==> src/rtl/led_pattern_sched.sv <==
// Purpose: three-key LED pattern sequencer (mode / speed / pause) for a 4-LED board.
// Latency: key low -> press pulse 2 + DEBOUNCE_CYC-1 edges; press -> mode/fast/paused 1 edge; step -> led 1 edge.
// Backpressure: none; the keys are level inputs and the outputs are free-running.
//
// Ports:
//   sys_clk    system clock, every flop on the rising edge
//   sys_rst    synchronous active-high reset
//   key_mode   raw push-button, active-low, asynchronous; advances the pattern mode
//   key_speed  raw push-button, active-low, asynchronous; toggles slow/fast stepping
//   key_pause  raw push-button, active-low, asynchronous; freezes/unfreezes stepping
//   led        registered LED drive, 1 = on
//   mode       current mode: 0 CHASE, 1 BLINK, 2 BOUNCE, 3 BINARY
//   fast       1 = fast step period selected
//   paused     1 = stepping frozen
//   tick_out   one-cycle pulse on every accepted step
module led_pattern_sched #(
  parameter int unsigned DEBOUNCE_CYC = 1000000,
  parameter int unsigned TICK_SLOW    = 25000000,
  parameter int unsigned TICK_FAST    = 6250000
) (
  input  logic       sys_clk,
  input  logic       sys_rst,
  input  logic       key_mode,
  input  logic       key_speed,
  input  logic       key_pause,
  output logic [3:0] led,
  output logic [1:0] mode,
  output logic       fast,
  output logic       paused,
  output logic       tick_out
);

  // ---------------------------------------------------------------------------
  // Sizing. DEBOUNCE_CYC is assumed >= 2 so that the arm value DEBOUNCE_CYC-2
  // exists; both tick periods are assumed >= 2 so that a freshly cleared
  // counter never sits on its terminal value.
  // ---------------------------------------------------------------------------
  localparam int NKEY      = 3;
  localparam int KEY_MODE  = 0;
  localparam int KEY_SPEED = 1;
  localparam int KEY_PAUSE = 2;

  localparam int unsigned DB_W     = (DEBOUNCE_CYC > 1) ? $clog2(DEBOUNCE_CYC) : 1;
  localparam int unsigned TICK_MAX = (TICK_SLOW > TICK_FAST) ? TICK_SLOW : TICK_FAST;
  localparam int unsigned TW       = (TICK_MAX > 1) ? $clog2(TICK_MAX) : 1;

  // Terminal values are computed in 32 bits and only then narrowed, so the
  // compares below never see a truncated parameter.
  localparam logic [DB_W-1:0] DB_LAST   = DB_W'(DEBOUNCE_CYC - 1);
  localparam logic [DB_W-1:0] DB_ARM    = DB_W'(DEBOUNCE_CYC - 2);
  localparam logic [TW-1:0]   SLOW_LAST = TW'(TICK_SLOW - 1);
  localparam logic [TW-1:0]   FAST_LAST = TW'(TICK_FAST - 1);

  typedef enum logic [1:0] {
    MODE_CHASE  = 2'd0,
    MODE_BLINK  = 2'd1,
    MODE_BOUNCE = 2'd2,
    MODE_BINARY = 2'd3
  } mode_e;

  // ---------------------------------------------------------------------------
  // Key synchronisers and debouncers
  // ---------------------------------------------------------------------------
  logic [NKEY-1:0] keys_raw;
  logic [NKEY-1:0] sync1_q;
  logic [NKEY-1:0] sync2_q;
  logic [DB_W-1:0] db_cnt_q [NKEY];
  logic [DB_W-1:0] db_cnt_d [NKEY];
  logic [NKEY-1:0] press_q;
  logic [NKEY-1:0] press_d;

  assign keys_raw = {key_pause, key_speed, key_mode};

  // The counter saturates at DB_LAST, so the DB_ARM -> DB_LAST step happens
  // once per hold: that single transition is the press. Any released sample
  // restarts the count, which is what rejects bounce.
  always_comb begin
    for (int k = 0; k < NKEY; k++) begin
      db_cnt_d[k] = db_cnt_q[k];
      press_d[k]  = 1'b0;
      if (sync2_q[k]) begin
        db_cnt_d[k] = '0;
      end else if (db_cnt_q[k] != DB_LAST) begin
        db_cnt_d[k] = db_cnt_q[k] + 1'b1;
        press_d[k]  = (db_cnt_q[k] == DB_ARM);
      end
    end
  end

  // Sync stages reset to the released level so a reset never manufactures
  // a press edge.
  always_ff @(posedge sys_clk) begin
    if (sys_rst) begin
      sync1_q <= '1;
      sync2_q <= '1;
      press_q <= '0;
      for (int k = 0; k < NKEY; k++) begin
        db_cnt_q[k] <= '0;
      end
    end else begin
      sync1_q <= keys_raw;
      sync2_q <= sync1_q;
      press_q <= press_d;
      for (int k = 0; k < NKEY; k++) begin
        db_cnt_q[k] <= db_cnt_d[k];
      end
    end
  end

  logic mode_press;
  logic speed_press;
  logic pause_press;

  assign mode_press  = press_q[KEY_MODE];
  assign speed_press = press_q[KEY_SPEED];
  assign pause_press = press_q[KEY_PAUSE];

  // ---------------------------------------------------------------------------
  // Step tick generator, speed and pause flags
  // ---------------------------------------------------------------------------
  logic [TW-1:0] tcnt_q;
  logic [TW-1:0] tcnt_d;
  logic [TW-1:0] tick_last;
  logic          at_last;
  logic          tick;
  logic          fast_q;
  logic          fast_d;
  logic          paused_q;
  logic          paused_d;

  // A speed press restarts the period from zero and swallows a tick that
  // would otherwise land in the same cycle, so the first step after a speed
  // change is always a full new period away.
  always_comb begin
    tick_last = fast_q ? FAST_LAST : SLOW_LAST;
    at_last   = (tcnt_q == tick_last);
    tick      = at_last && !paused_q && !speed_press;

    tcnt_d = tcnt_q;
    if (speed_press) begin
      tcnt_d = '0;
    end else if (!paused_q) begin
      tcnt_d = at_last ? '0 : tcnt_q + 1'b1;
    end

    fast_d   = fast_q ^ speed_press;
    paused_d = paused_q ^ pause_press;
  end

  always_ff @(posedge sys_clk) begin
    if (sys_rst) begin
      tcnt_q   <= '0;
      fast_q   <= 1'b0;
      paused_q <= 1'b0;
    end else begin
      tcnt_q   <= tcnt_d;
      fast_q   <= fast_d;
      paused_q <= paused_d;
    end
  end

  // ---------------------------------------------------------------------------
  // Mode state machine and step register
  // ---------------------------------------------------------------------------
  mode_e       mode_q;
  mode_e       mode_d;
  logic [3:0]  step_q;
  logic [3:0]  step_d;
  logic [3:0]  step_last;

  always_ff @(posedge sys_clk) begin
    if (sys_rst) begin
      mode_q <= MODE_CHASE;
      step_q <= '0;
    end else begin
      mode_q <= mode_d;
      step_q <= step_d;
    end
  end

  // A mode press outranks a coincident tick: the new mode always starts
  // from its first pattern entry.
  always_comb begin
    mode_d = mode_q;
    step_d = step_q;

    unique case (mode_q)
      MODE_CHASE:  step_last = 4'd3;
      MODE_BLINK:  step_last = 4'd1;
      MODE_BOUNCE: step_last = 4'd5;
      MODE_BINARY: step_last = 4'd15;
      default:     step_last = 4'd3;
    endcase

    if (mode_press) begin
      unique case (mode_q)
        MODE_CHASE:  mode_d = MODE_BLINK;
        MODE_BLINK:  mode_d = MODE_BOUNCE;
        MODE_BOUNCE: mode_d = MODE_BINARY;
        MODE_BINARY: mode_d = MODE_CHASE;
        default:     mode_d = MODE_CHASE;
      endcase
      step_d = '0;
    end else if (tick) begin
      step_d = (step_q == step_last) ? 4'd0 : step_q + 4'd1;
    end
  end

  // ---------------------------------------------------------------------------
  // Pattern decode and LED register
  // ---------------------------------------------------------------------------
  logic [3:0] pattern;
  logic [3:0] led_q;

  always_comb begin
    pattern = 4'b0000;
    unique case (mode_q)
      MODE_CHASE:  pattern = 4'b0001 << step_q[1:0];
      MODE_BLINK:  pattern = {4{step_q[0]}};
      MODE_BOUNCE: begin
        // Walk out to LED3 and back without repeating the end LEDs.
        unique case (step_q)
          4'd0:    pattern = 4'b0001;
          4'd1:    pattern = 4'b0010;
          4'd2:    pattern = 4'b0100;
          4'd3:    pattern = 4'b1000;
          4'd4:    pattern = 4'b0100;
          4'd5:    pattern = 4'b0010;
          default: pattern = 4'b0001;
        endcase
      end
      MODE_BINARY: pattern = step_q;
      default:     pattern = 4'b0000;
    endcase
  end

  always_ff @(posedge sys_clk) begin
    if (sys_rst) begin
      led_q <= 4'b0000;
    end else begin
      led_q <= pattern;
    end
  end

  assign led      = led_q;
  assign mode     = mode_q;
  assign fast     = fast_q;
  assign paused   = paused_q;
  assign tick_out = tick;

endmodule

==> config.mk <==
export PLATFORM = sky130hd
export DESIGN_NAME = led_pattern_sched
export DESIGN_NICKNAME = d
export VERILOG_FILES = /design/src/rtl/led_pattern_sched.sv
export SDC_FILE = /design/constraint.sdc
export NUM_CORES = 1
export LEC_CHECK = 0
export CORE_ASPECT_RATIO = 0.5
export CORE_MARGIN = 1.5
export CORE_UTILIZATION = 55
export DETAILED_ROUTE_END_ITERATION = 8
export PLACE_DENSITY = 0.72
export SYNTH_ARGS = -nofsm -noshare
export SYNTH_HDL_FRONTEND = slang
export SYNTH_SLANG_ARGS = --single-unit
==> constraint.sdc <==
create_clock -name sys_clk -period 5.3 [get_ports sys_clk]
set_input_delay 1.06 -clock sys_clk [delete_from_list [all_inputs] [get_ports sys_clk]]
set_output_delay 1.06 -clock sys_clk [all_outputs]
set_load 0.02 [all_outputs]
**Yosys cells after proc, flatten, opt, wreduce, memory -nomap -nowiden**

Memories as Yosys holds them, arrays and structs flattened.
Index checks and enable logic that the tools add are counted.

- Flip-flop bits (word level): 46
- Memory bits (writable): 60
- Input bits: 5
- Output and inout port bits: 9
- Memories: 1

- $add $sub $neg: 5
- Equal/unequal tests: 16
- Shift-type cells: 1
- Mux-type cells: 19
- Bitwise logic cells: 8
- Reduce and logical (&&, ||, !) cells: 12

Memories:

| name | depth | width | rd ports | clocked after Yosys merged registers in | wr ports | RTL line | RTL |
|---|---|---|---|---|---|---|---|
| db_cnt_q | 3 | 20 | 3 | 0 | 3 | 67 | `logic [DB_W-1:0] db_cnt_q [NKEY];` |

Operator list:

| cell | number |
|---|---|
| 20-bit two-way mux | 9 |
| 20-bit by 1-bit adder with 20-bit output (second input constant) | 3 |
| 20-bit == test (second input constant) | 3 |
| 20-bit inequality test (second input constant) | 3 |
| 25-bit two-way mux | 2 |
| 4-bit case mux with 4 select lines | 2 |
| 25-bit by 1-bit adder with 25-bit output (second input constant) | 1 |
| 25-bit == test | 1 |
| 4-bit case mux with 3 select lines | 1 |
| 3-bit OR reduction | 3 |
| 4-bit by 2-bit == test with 1-bit output (second input constant) | 2 |
| 4-bit by 3-bit == test with 1-bit output (second input constant) | 2 |
| 2-bit case mux with 4 select lines | 1 |
| 2-bit OR reduction | 4 |
| 4-bit by 1-bit adder with 4-bit output (second input constant) | 1 |
| 2-bit == test (second input constant) | 2 |
| 4-bit by 1-bit == test with 1-bit output (second input constant) | 1 |
| 4-bit == test | 1 |
| 4-bit two-way mux | 1 |
| 1-bit by 2-bit left shift with 4-bit output (first input constant) | 1 |
| 1-bit two-way mux | 3 |
| 1-bit inverter | 3 |
| 1-bit OR | 3 |
| 2-bit by 1-bit == test with 1-bit output (second input constant) | 1 |
| 4 further kinds | 7 |

**Logic depth before layout (Yosys ltp)**

Gate-level depths: netlist of run 1.

- Depth in word-level cells: 4
- Gate-level depth with buffers: 7
- Mapped depth without buffers: 7

**Least setup slack after synthesis of run 1**

OpenSTA, ideal clock, no wires.

- Path kind: register to output
- From: reg paused_q (netlist: paused)
- To: out tick_out
- Data arrival time: 1,480 ps
- Data required time: 4,240 ps
- Slack: 2,760 ps
- Cell stages (with the launch flop): 5
- Path buffers: 1
- Cell sequence: dfxtp_1 -> clkbuf_1 -> nand4b_1 -> nor4_4 -> and4b_1

- Word-level cells in the longest chain between the ends: 3

RTL lines:

| item | RTL line | RTL |
|---|---|---|
| start: declaration | 128 | `logic paused_q;` |
| start signal: assignment | 158 | `paused_q <= paused_d;` |
| 1-bit zero test | - |  |
| 1-bit logical AND (2 in a row) | 137 | `tick = at_last && !paused_q && !speed_press;` |
| end: declaration | 30 | `output logic tick_out` |

Every way passes these cells.

**Worst setup path after layout of run 1**

- From: reg tcnt_q[13]
- To: out tick_out

- Word-level cells in the longest chain between the ends: 3

RTL lines:

| item | RTL line | RTL |
|---|---|---|
| start: declaration | 121 | `logic [TW-1:0] tcnt_q;` |
| start signal: assignment | 156 | `tcnt_q <= tcnt_d;` |
| 25-bit == test | 136 | `at_last = (tcnt_q == tick_last);` |
| 1-bit logical AND (2 in a row) | 137 |  |

Every way passes these cells.

==> results of run 1 <==
state kept, by name, indices dropped and copies added (netlist names), 2 cells and up:
name      count
led           4
tcnt_q       25
mode          2
step_q        4
sync1_q       3
db_cnt_q     60
sync2_q       3
press_q       3
power breakdown:
group / switching (mW) / internal, mW
combinational: 0.0140 / 0.00936
clock: 0.298 / 0.336
sequential: 0.00337 / 0.801
total: 0.315 / 1.15
per-layer routing:
layer | track usage (%) | vias to the layer above | wire length [um]
met1 | 25.4 | 1750 | 4680
met5 | 0 | - | 0
li1 | - | 1972 | -
met4 | 5.96 | 0 | 40
met3 | 5.45 | 4 | 230
met2 | 32.4 | 38 | 3910
synthesized netlist by cell type (13+ instances only):
| cell | instances | area (um2) |
|---|---|---|
| nor2_1 | 95 | 357 |
| nand2_1 | 29 | 109 |
| inv_1 | 18 | 67.6 |
| and3_1 | 13 | 81.3 |
| nand4_1 | 17 | 106 |
| xor2_1 | 46 | 403 |
| clkbuf_1 | 15 | 56.3 |
| ha_1 | 16 | 200 |
| o21ai_0 | 14 | 70.1 |
| nand3_1 | 33 | 165 |
| nor3_1 | 15 | 75.1 |
| xnor2_1 | 27 | 236 |
| dfxtp_1 | 106 | 2120 |
cell usage in the layout, fill, tap and decap left out, types with 2 or more instances in the layout:
cell             synthesis  final
a211oi_1                 7      7
a21oi_1                 10     10
a22oi_1                  2      2
a31oi_1                  6      6
a41o_1                   2      2
and3_1                  13     13
and4_1                   7      7
and4b_1                  2      2
clkbuf_16                0      9
clkdlybuf4s50_1          0     13
clkinv_4                 0      2
clkinvlp_4               0      2
dfxtp_1                106    106
ha_1                    16     16
inv_1                   18     18
inv_6                    0      2
mux2i_1                  4      4
nand2_1                 29     29
nand2_2                  2      2
nand3_1                 33     33
nand3b_1                 4      4
nand4_1                 17     17
nand4b_1                 5      5
nor2_1                  95     95
nor2b_1                  5      5
nor3_1                  15     15
nor3b_1                  2      2
nor4_1                   9      9
nor4_4                   2      2
nor4bb_1                 3      3
o2111ai_1                2      2
o211ai_1                 3      3
o21ai_0                 14     14
o31ai_1                  2      2
or2_2                   10     10
or3_1                    7      7
or4b_1                   2      2
xnor2_1                 27     27
xor2_1                  46     46
cell type report:
cell class	instances	share of cell area, %
multi-input combinational	420	49.6
clock inverter	6	0.916
timing repair buffer	13	2.38
sequential	106	38.8
clock buffer	10	4.37
inverter	18	1.24
tap	117	2.68
worst register-to-register path, stage by stage, from the launching register on:
cell	delay (ps)
dfxtp_1	340
or4_4	560
nor4_4	310
nand3_1	170
nand2_1	630
nor2_1	130
stage by stage:
step | power, mW | instances | cell area [um2] | hold WS (ps)
3_5_place_dp | 0.846 | 674 | 5170 | 395
6_report | 1.46 | 690 | 5460 | 411
3_3_place_gp | 0.846 | 674 | 5170 | 393
2_1_floorplan | 0.839 | 564 | 4980 | 389
4_1_cts | 1.48 | 690 | 5460 | 412
5_1_grt | 1.51 | 690 | 5460 | 418
cell families (layout without fill, tap and decap cells):
kind of cell,count (synthesis),count (layout)
compound gates,58,58
mux,4,4
xor+xnor,73,73
buf+inv,38,47
fa+ha+maj,16,16
simple gates,269,269
flops,106,106
final timing paths:
check                                             start                endpoint  cells past startpoint
worst max-delay path            tcnt_q[13]$_SDFFE_PP0N_                tick_out                      4
worst min-delay path              sync1_q[0]$_SDFF_PP1_   sync2_q[0]$_SDFF_PP1_                      1
worst max register to register   tcnt_q[7]$_SDFFE_PP0N_  tcnt_q[4]$_SDFFE_PP0N_                      5
worst min register to register    sync1_q[0]$_SDFF_PP1_   sync2_q[0]$_SDFF_PP1_                      1
==> impl_results.md, run 1 <==
* Maximum vdd drop at 147 uV
* Mapped cell area at 0.00498 mm2
* Synth Register Bits at 106
* Worst slack, placed at 2220 ps
* Deepest clock path buffer count at 2
* Post-Synthesis Cells at roughly 560
* DR iter-0 viols at approximately 150
* Die extent in x at 138 um
* Multi-input logic area at around 0.0027 mm2
* Synth warnings at 0
* CP endpoint kind: primary output
* Vias post-DR at between 3000 and 4000
* Register area at 0.00212 mm2
* Antenna Nets Post-Route at 0
* Final Routed Wirelength at between 8000 and 9000 um
* Mux contribution to synthesized area at less than 1%
* Setup WS post-layout at roughly 1900 ps
* First-pass GRT wire length at roughly 15000 um
* Worst path slowest cell: clkdlybuf4s50_1
* Adder and majority gate portion of the synthesized area at 4.02%
* Core ar. at between 0.008 and 0.009 mm2
* GRT overflow at 0
* Compound-Gate Fraction of Synth Area at 7.96%
* Wire per inst at 12.8 um
* Layout cells sized above 1 at 6.46%
* Post-route DRC at 0
* Reg clk slew, reported paths at 70 ps
* # IOs at 14
* CP Max Fanout at 8
* Largest net degree at the start of global routing at 26
* Max incr delay on CP at 600 ps
* Leak at 1.82 nW
* Crit path kind: reg -> out
* Fin. Hold Viols at 0
* Die Y-Extent at 70.3 um
* GRT Total Usage at 19.8%
* Post-cts resize count at 0
* Power Dens Cells at roughly 270 mW/mm2
* Clk root buf: clkbuf_16
* Later-pin clock latency in the skew report at between 300 and 400 ps
* Vias per cell at about 5.5
* H-Tree Depth at 3
* Max Cap Viol at 0
* Finish-stage setup viols at 0
* Die Area at 0.00967 mm2
* Hpwl dp at 6230 um
* Setup_tns at 0 ps
* Routability Congestion at between 0.7 and 0.8
* Clock sinks at about 110
* Synth Area in XOR/XNOR at 12.8%
* CP delay by family, top: simple AND/OR/NAND/NOR gates
* Reg2reg setup slack at 3010 ps
* Antenna violations before repair at 0
* Outcome: finished, final reports clean
* Seq/Total Area, Yosys at 42.6%
* RSZ-0062 raised after global routing: false
* Avg Inst Size Synth at 8.83 um2
* Synth-to-layout area growth at 9.70%
* Main synth FF type: dfxtp_1
* Number of enable flip-flop cells after synthesis at 0
* Rows at 24
* Main combinational cell family by area after synthesis: simple AND/OR/NAND/NOR gates
* PortBufs at 13
* Post-route minimum period at around 3400 ps
* Max Fclk at 0.290 GHz
* Yosys cell types at 56
* FFs w/ async S/R, synth at 0%
* Post-CTS Setup Inserts at 0
* Fillcell total at ~750
* Starting Density at 57.0%
* Worst path buffer plus inverter count at 1
* Post-Synth Simple-Gate Area at 28.8%
* # hold bufs at CTS at 0
* Worst slew margin at 21.2%
* Worst Skew at 9.36 ps
* Cts bufs inserted at 9
* Vias in the first global route at between 3000 and 4000
* Final core utilization at 62.5%
* Worst EP arrival at 2390 ps
* Least-Margin Pin Slew at 1170 ps
* Final #Nets at a little under 600
* Crit start category: flop
* Final period util at 65.1%
* CTS tree: yes
* Fin. max-slew vios at 0
* Critical Path RT at 4240 ps
* Total iterations of the first detailed-routing run at 4
* Number of diodes at 0
* Post-Syn Nets at ~590
* Worst min path class: reg -> reg
* Cell-by-cell trace of the critical path: or4b_1 -> a211oi_2 -> and4b_1 -> clkdlybuf4s50_1
Power figures use the tool's default switching activity.
==> inputs of run 2 (changes only) <==
--- a/config.mk
+++ b/config.mk
@@ -9,7 +9,7 @@
 export CORE_MARGIN = 1.5
 export CORE_UTILIZATION = 55
 export DETAILED_ROUTE_END_ITERATION = 8
-export PLACE_DENSITY = 0.72
+export PLACE_DENSITY = 0.75
 export SYNTH_ARGS = -nofsm -noshare
 export SYNTH_HDL_FRONTEND = slang
 export SYNTH_SLANG_ARGS = --single-unit
==> constraint.sdc (replaced) <==
create_clock -name sys_clk -period 3 [get_ports sys_clk]
set_input_delay 0.6 -clock sys_clk [delete_from_list [all_inputs] [get_ports sys_clk]]
set_output_delay 0.6 -clock sys_clk [all_outputs]
set_load 0.02 [all_outputs]
==> run 2 against run 1 <==
Compared with the run above: die area is the same; sequential cell count is the same; final area grew 0.57%; total power grew 79%; setup slack lost 1400 ps; combinational power grew 88%.
==> impl_results.md, run 2 (synthesis gave the netlist of run 1 again) <==
* Routability Congestion at 0.811 (was 0.797)
* Post-route DRC at 0 (unchanged)
* DR iter-0 viols at 192 (was 147)
* Vias post-DR at 3877 (was 3764)
* Antenna Nets Post-Route at 0 (unchanged)
* RSZ-0062 raised after global routing: false (unchanged)
* Fillcell total at 759 (was 749)
* Deepest clock path buffer count at 2 (unchanged)
* Hold Slack at 412 ps (was 411 ps)
* M2 GR Usage at 34.1% (was 32.4%)
* First-pass GRT wire length at 16100 um (was 15400 um)
* Maximum vdd drop at 340 uV (was 147 uV)
* Fin. max-slew vios at 0 (unchanged)
* Total iterations of the first detailed-routing run at 5 (was 4)
* CP Launch Point: tcnt_q[13]$_SDFFE_PP0N_ (unchanged)
* # hold bufs at CTS at 0 (unchanged)
* Die Y-Extent at 70.3 um (unchanged)
* Rows at 24 (unchanged)
* Power Dens Cells at 477 mW/mm2 (was 268 mW/mm2)
* Worst slew margin at 53.8% (was 21.2%)
* CP Max Fanout at 8 (unchanged)
* Reg clk slew, reported paths at 60 ps (was 70 ps)
* Number of diodes at 0 (unchanged)
* Later-pin clock latency in the skew report at 350 ps (was 340 ps)
* Final std cells w/o fill at 693 (was 690)
* Post-CTS Setup Inserts at 0 (unchanged)
* # IOs at 14 (unchanged)
* Clk root buf: clkbuf_16 (unchanged)
* Least-Margin Pin Slew at 690 ps (was 1170 ps)
* Largest regs: db_cnt_q x60, tcnt_q x25 (unchanged)
* Hold Startpoint: sync1_q[1]$_SDFF_PP1_ (was sync1_q[0]$_SDFF_PP1_)
* Finish-stage setup viols at 0 (unchanged)
* Vias in the first global route at 3611 (was 3481)
* GRT Max-Usage Layer: met2 (unchanged)
* Worst min path class: reg -> reg (unchanged)
* Max Fclk at 0.386 GHz
* Clock sinks at 106 (unchanged)
* Worst Skew at 7.34 ps (was 9.36 ps)
* Setup_tns at 0 ps (unchanged)
* Wire per inst at 13.1 um (was 12.8 um)
* Largest register FFs at 60 (unchanged)
* PortBufs at 13 (unchanged)
* Starting Density at 57.0% (unchanged)
* Core ar. at 0.00874 mm2 (unchanged)
* Die extent in x at 138 um (unchanged)
* Met1 Use GR at 26.7% (was 25.4%)
* Die Area at 0.00967 mm2 (unchanged)
* Final #Nets at 593 (was 589)
* Layout cells sized above 1 at 6.42% (was 6.46%)
* Leak at 1.86 nW (was 1.82 nW)
* Cts bufs inserted at 9 (unchanged)
* Final period util at 86.3%
* Worst EP arrival at 1990 ps (was 2390 ps)
* Crit start category: flop (unchanged)
* Routing usage on met3 at 5.66% (was 5.45%)
* Fin. Hold Viols at 0 (unchanged)
* Crit path kind: reg -> out (unchanged)
* GRT overflow at 0 (unchanged)
* Antenna violations before repair at 0 (unchanged)
* Hpwl dp at 6260 um (was 6230 um)
* Vias per cell at 5.59 (was 5.46)
* Largest net degree at the start of global routing at 26 (unchanged)
* Critical Path RT at 2400 ps (was 4240 ps)
* Crit Reg-Reg Startpoint: mode[1]$_SDFFE_PP0P_ (was tcnt_q[7]$_SDFFE_PP0N_)
* Post-route minimum period at 2590 ps
* Post-Place Cells at 678 (was 674)
* H-Tree Depth at 3 (unchanged)
* Outcome: finished, final reports clean (unchanged)
* Most frequent cells in the layout: dfxtp_1, nor2_1, xor2_1 (unchanged)
* Top reg by flops: db_cnt_q (unchanged)
* Post-cts resize count at 0 (unchanged)
* Final Routed Wirelength at 9070 um (was 8860 um)
* Most common cell after layout, fill and taps aside: dfxtp_1 (unchanged)
* CP endpoint kind: primary output (unchanged)
* CTS tree: yes (unchanged)
* Synth-to-layout area growth at 10.3% (was 9.70%)
* Max Cap Viol at 0 (unchanged)
* GRT Total Usage at 20.8% (was 19.8%)
[run 2: cell count changes in the layout (fill, tap and decap cells not counted), sizes merged]
cell / delta
buf: +4
clkbuf: +3
clkinv: -2
inv: -2
bufinv: +1
clkdlybuf4s50: -1
clkinvlp: -1
dlymetal6s2s: +1
[run 2: report_power, final]
| part | total, mW | internal, mW | leakage, nW | switching (mW) |
|---|---|---|---|---|
| combinational | 0.0440 | 0.0183 | 0.872 | 0.0256 |
| sequential | 1.42 | 1.42 | 0.856 | 0.00576 |
| clock | 1.15 | 0.666 | 0.136 | 0.487 |
| total | 2.62 | 2.10 | 1.86 | 0.519 |
[run 2: layout make-up]
type	instances	area (um2)	share of cell area, %
Clock inverter	2	37.5	0.683
Clock buffer	13	250	4.55
Inverter	18	67.6	1.23
Tap cell	117	146	2.66
Timing Repair Buffer	17	163	2.96
Multi-Input combinational cell	420	2710	49.3
Sequential cell	106	2120	38.6
[run 2: metal layers]
layer	routed length, um	share of wire [%]
met5	0	0
met4	95	1.0
met3	326	3.6
met2	4200	46
met1	4450	49
[run 2: through the flow]
stage          cell area [um2]  setup WS (ps)  total power, mW  utilization, %
2_1_floorplan             4980            920             1.48               -
3_3_place_gp              5200            431             1.50            59.6
3_5_place_dp              5200            401             1.50            59.6
4_1_cts                   5490           29.3             2.65            62.9
5_1_grt                   5500            303             2.71            62.9
6_report                  5500            412             2.62            62.9
[run 2: critical path: stages, from the launching register on]
cell and delay (ps):
dfxtp_1 450, or4b_1 480, a211oi_2 280, and4b_1 220
dlymetal6s2s_1 220
[run 2: path summary, 6_finish.rpt]
| kind | to | cells after the start | slack, ps |
|---|---|---|---|
| setup / recovery | tick_out | 4 | 410 |
| hold / removal | sync2_q[1]$_SDFF_PP1_ | 1 | 410 |
| setup reg to reg | step_q[2]$_SDFFE_PP0P_ | 7 | 900 |
| hold reg to reg | sync2_q[1]$_SDFF_PP1_ | 1 | 410 |
==> inputs of run 3 (changes only) <==
--- a/config.mk
+++ b/config.mk
@@ -9,6 +9,7 @@
 export CORE_MARGIN = 1.5
 export CORE_UTILIZATION = 55
 export DETAILED_ROUTE_END_ITERATION = 8
+export GPL_TIMING_DRIVEN = 0
 export PLACE_DENSITY = 0.75
 export SYNTH_ARGS = -nofsm -noshare
 export SYNTH_HDL_FRONTEND = slang
==> run 3 against run 2 <==
Compared with the run above: fmax decreased by 5.4%; sequential cell count unchanged; combinational power grew 4%; utilization up 1.4 points; die area did not move; hold slack improved by 3.2 ps; highest routed layer unchanged.
==> impl_results.md, run 3 (synthesis gave the netlist of run 1 again) <==
* Vias in the first global route at 3656 (was 3611)
* Post-route DRC at 0 (unchanged)
* Worst Skew at 7.29 ps (was 7.34 ps)
* H-Tree Depth at 3 (unchanged)
* Most frequent cells in the layout: dfxtp_1, nor2_1, xor2_1 (unchanged)
* Worst EP arrival at 2130 ps (was 1990 ps)
* Final Routed Wirelength at 9330 um (was 9070 um)
* Final #Nets at 610 (was 593)
* Worst slew margin at 40.4% (was 53.8%)
* Maximum vdd drop at 340 uV (about the same)
* Setup_tns at 0 ps (unchanged)
* Routability Congestion at 0.824 (was 0.811)
* Worst min path class: reg -> reg (unchanged)
* Outcome: finished, final reports clean (unchanged)
* Die Y-Extent at 70.3 um (unchanged)
* CTS tree: yes (unchanged)
* Antenna violations before repair at 0 (unchanged)
* Switching Share at 19.6% (was 19.8%)
* Antenna Nets Post-Route at 0 (unchanged)
* Fin. max-slew vios at 0 (unchanged)
* Hpwl dp at 6460 um (was 6260 um)
* # hold bufs at CTS at 0 (unchanged)
* Clock power share at 48.2% (was 44.0%)
* Synth-to-layout area growth at 12.7% (was 10.3%)
* Critical Path RT at 2400 ps (about the same)
* Final period util at 91.2% (was 86.3%)
* Later-pin clock latency in the skew report at 340 ps (was 350 ps)
* Vias post-DR at 3922 (was 3877)
* GRT overflow at 0 (unchanged)
* Post-route minimum period at 2730 ps (was 2590 ps)
* Deepest clock path buffer count at 2 (unchanged)
* Largest net degree at the start of global routing at 18 (was 26)
* Die extent in x at 138 um (unchanged)
* Leak at 1.91 nW (was 1.86 nW)
* Rows at 24 (unchanged)
* Power Dens Cells at 504 mW/mm2 (was 477 mW/mm2)
* R2R cell count at 7 (unchanged)
* Layout cells sized above 1 at 7.07% (was 6.42%)
* Number of diodes at 0 (unchanged)
* DR iter-0 viols at 178 (was 192)
* GRT Total Usage at 21.3% (was 20.8%)
* Crit path kind: reg -> out (unchanged)
* Largest regs: db_cnt_q x60, tcnt_q x25 (unchanged)
* Max Fclk at 0.366 GHz (was 0.386 GHz)
* Total iterations of the first detailed-routing run at 4 (was 5)
* RSZ-0062 raised after global routing: false (unchanged)
* Crit start category: flop (unchanged)
* Hold Slack at 416 ps (was 412 ps)
* Clk root buf: clkbuf_16 (unchanged)
* Internal power at 2.28 mW (was 2.10 mW)
* Sequential Power Share at 50.2% (was 54.3%)
* Worst slack, placed at 338 ps (was 401 ps)
* Max Cap Viol at 0 (unchanged)
* Die Area at 0.00967 mm2 (unchanged)
* PortBufs at 13 (unchanged)
* Crit Reg-Reg Startpoint: mode[1]$_SDFFE_PP0P_ (unchanged)
* Switching power at 0.556 mW (was 0.519 mW)
* Total power at 2.83 mW (was 2.62 mW)
* Hold Path Sink: sync2_q[0]$_SDFF_PP1_ (was sync2_q[1]$_SDFF_PP1_)
* Reg2reg setup slack at 740 ps (was 900 ps)
* Top reg by flops: db_cnt_q (unchanged)
* Setup WS post-layout at 265 ps (was 412 ps)
* Most common cell after layout, fill and taps aside: dfxtp_1 (unchanged)
* Least-Margin Pin Slew at 887 ps (was 690 ps)
* Vias per cell at 5.52 (was 5.59)
* Starting Density at 57.0% (unchanged)
* First-pass GRT wire length at 16400 um (was 16100 um)
* Fin. Hold Viols at 0 (unchanged)
* Hold Path Stages at 1 (unchanged)
* Largest register FFs at 60 (unchanged)
* Post-Place Cells at 694 (was 678)
* Combinational Power Share at 1.6% (was 1.7%)
* # IOs at 14 (unchanged)
* Cts bufs inserted at 9 (unchanged)
* Core ar. at 0.00874 mm2 (unchanged)
* RR Endpoint: step_q[2]$_SDFFE_PP0P_ (unchanged)
* Finish-stage setup viols at 0 (unchanged)
* Wire per inst at 13.1 um (about the same)
* CP Max Fanout at 4 (was 8)
* CP endpoint kind: primary output (unchanged)
* Fillcell total at 749 (was 759)
* Clock sinks at 106 (unchanged)
* Hold Startpoint: sync1_q[0]$_SDFF_PP1_ (was sync1_q[1]$_SDFF_PP1_)
* Final std cells w/o fill at 711 (was 693)
* Reg clk slew, reported paths at 70 ps (was 60 ps)
## run 3: cell types whose count changed in the layout (fill, tap and decap cells not counted), moves of 2 or more
cell / delta
clkbuf_1: +12
buf_2: +2
bufinv_16: +2
buf_4: -2
## run 3: worst max-delay path by stage
stage / start / end / slack, ps / depth (start not counted)
after floorplan: paused$_SDFF_PP0_ / tick_out / 920 / 4
after global placement: paused$_SDFF_PP0_ / tick_out / 330 / 5
after detailed placement: paused$_SDFF_PP0_ / tick_out / 340 / 5
after CTS: tcnt_q[7]$_SDFFE_PP0N_ / tick_out / 250 / 4
after global routing: paused$_SDFF_PP0_ / tick_out / 150 / 5
final: tcnt_q[7]$_SDFFE_PP0N_ / tick_out / 270 / 4
## run 3: routing by layer
metal | share of wire [%] | GRT usage, % | wire length, um | vias up
met2 | 45 | 35.5 | 4240 | 53
met3 | 2.8 | 5.81 | 257 | 15
li1 | - | - | - | 2015
met5 | 0 | 0 | 0 | -
met4 | 1.6 | 7.25 | 150 | 0
met1 | 50 | 26.5 | 4690 | 1839
## run 3: worst max-delay path, stage by stage, from the launching register on
cell,delay (ps)
dfxtp_1,340
or4_4,550
nor4_4,310
and4b_1,250
dlygate4sd2_1,340
## run 3: layout make-up
class | instances | area (um2) | area share [%]
Sequential cell | 106 | 2120 | 37.8
Timing Repair Buffer | 14 | 136 | 2.43
Tap cell | 117 | 146 | 2.61
Clock inverter | 6 | 113 | 2.01
Inverter | 18 | 67.6 | 1.20
Buffer | 20 | 82.6 | 1.47
Multi-Input combinational cell | 420 | 2710 | 48.2
Clock buffer | 10 | 239 | 4.26
## run 3: repair_timing
item / in CTS / in global routing
gates resized for setup: 1 / 0
buffers inserted: 1 / 0
setup endpoints to repair: 1 / 0
## run 3: power groups by stage
stage               registers (mW)  logic, mW  clock network [mW]
global placement              1.45     0.0460                   0
floorplan                     1.45     0.0287                   0
CTS                           1.42     0.0471                1.39
finish                        1.42     0.0459                1.36
global route                  1.42     0.0525                1.45
detailed placement            1.45     0.0467                   0
## run 3: stage by stage
stage | utilization (%) | instance area [um2]
2_1_floorplan | - | 4980
3_3_place_gp | 60.2 | 5260
3_5_place_dp | 60.2 | 5260
4_1_cts | 64.3 | 5620
5_1_grt | 64.3 | 5620
6_report | 64.3 | 5620
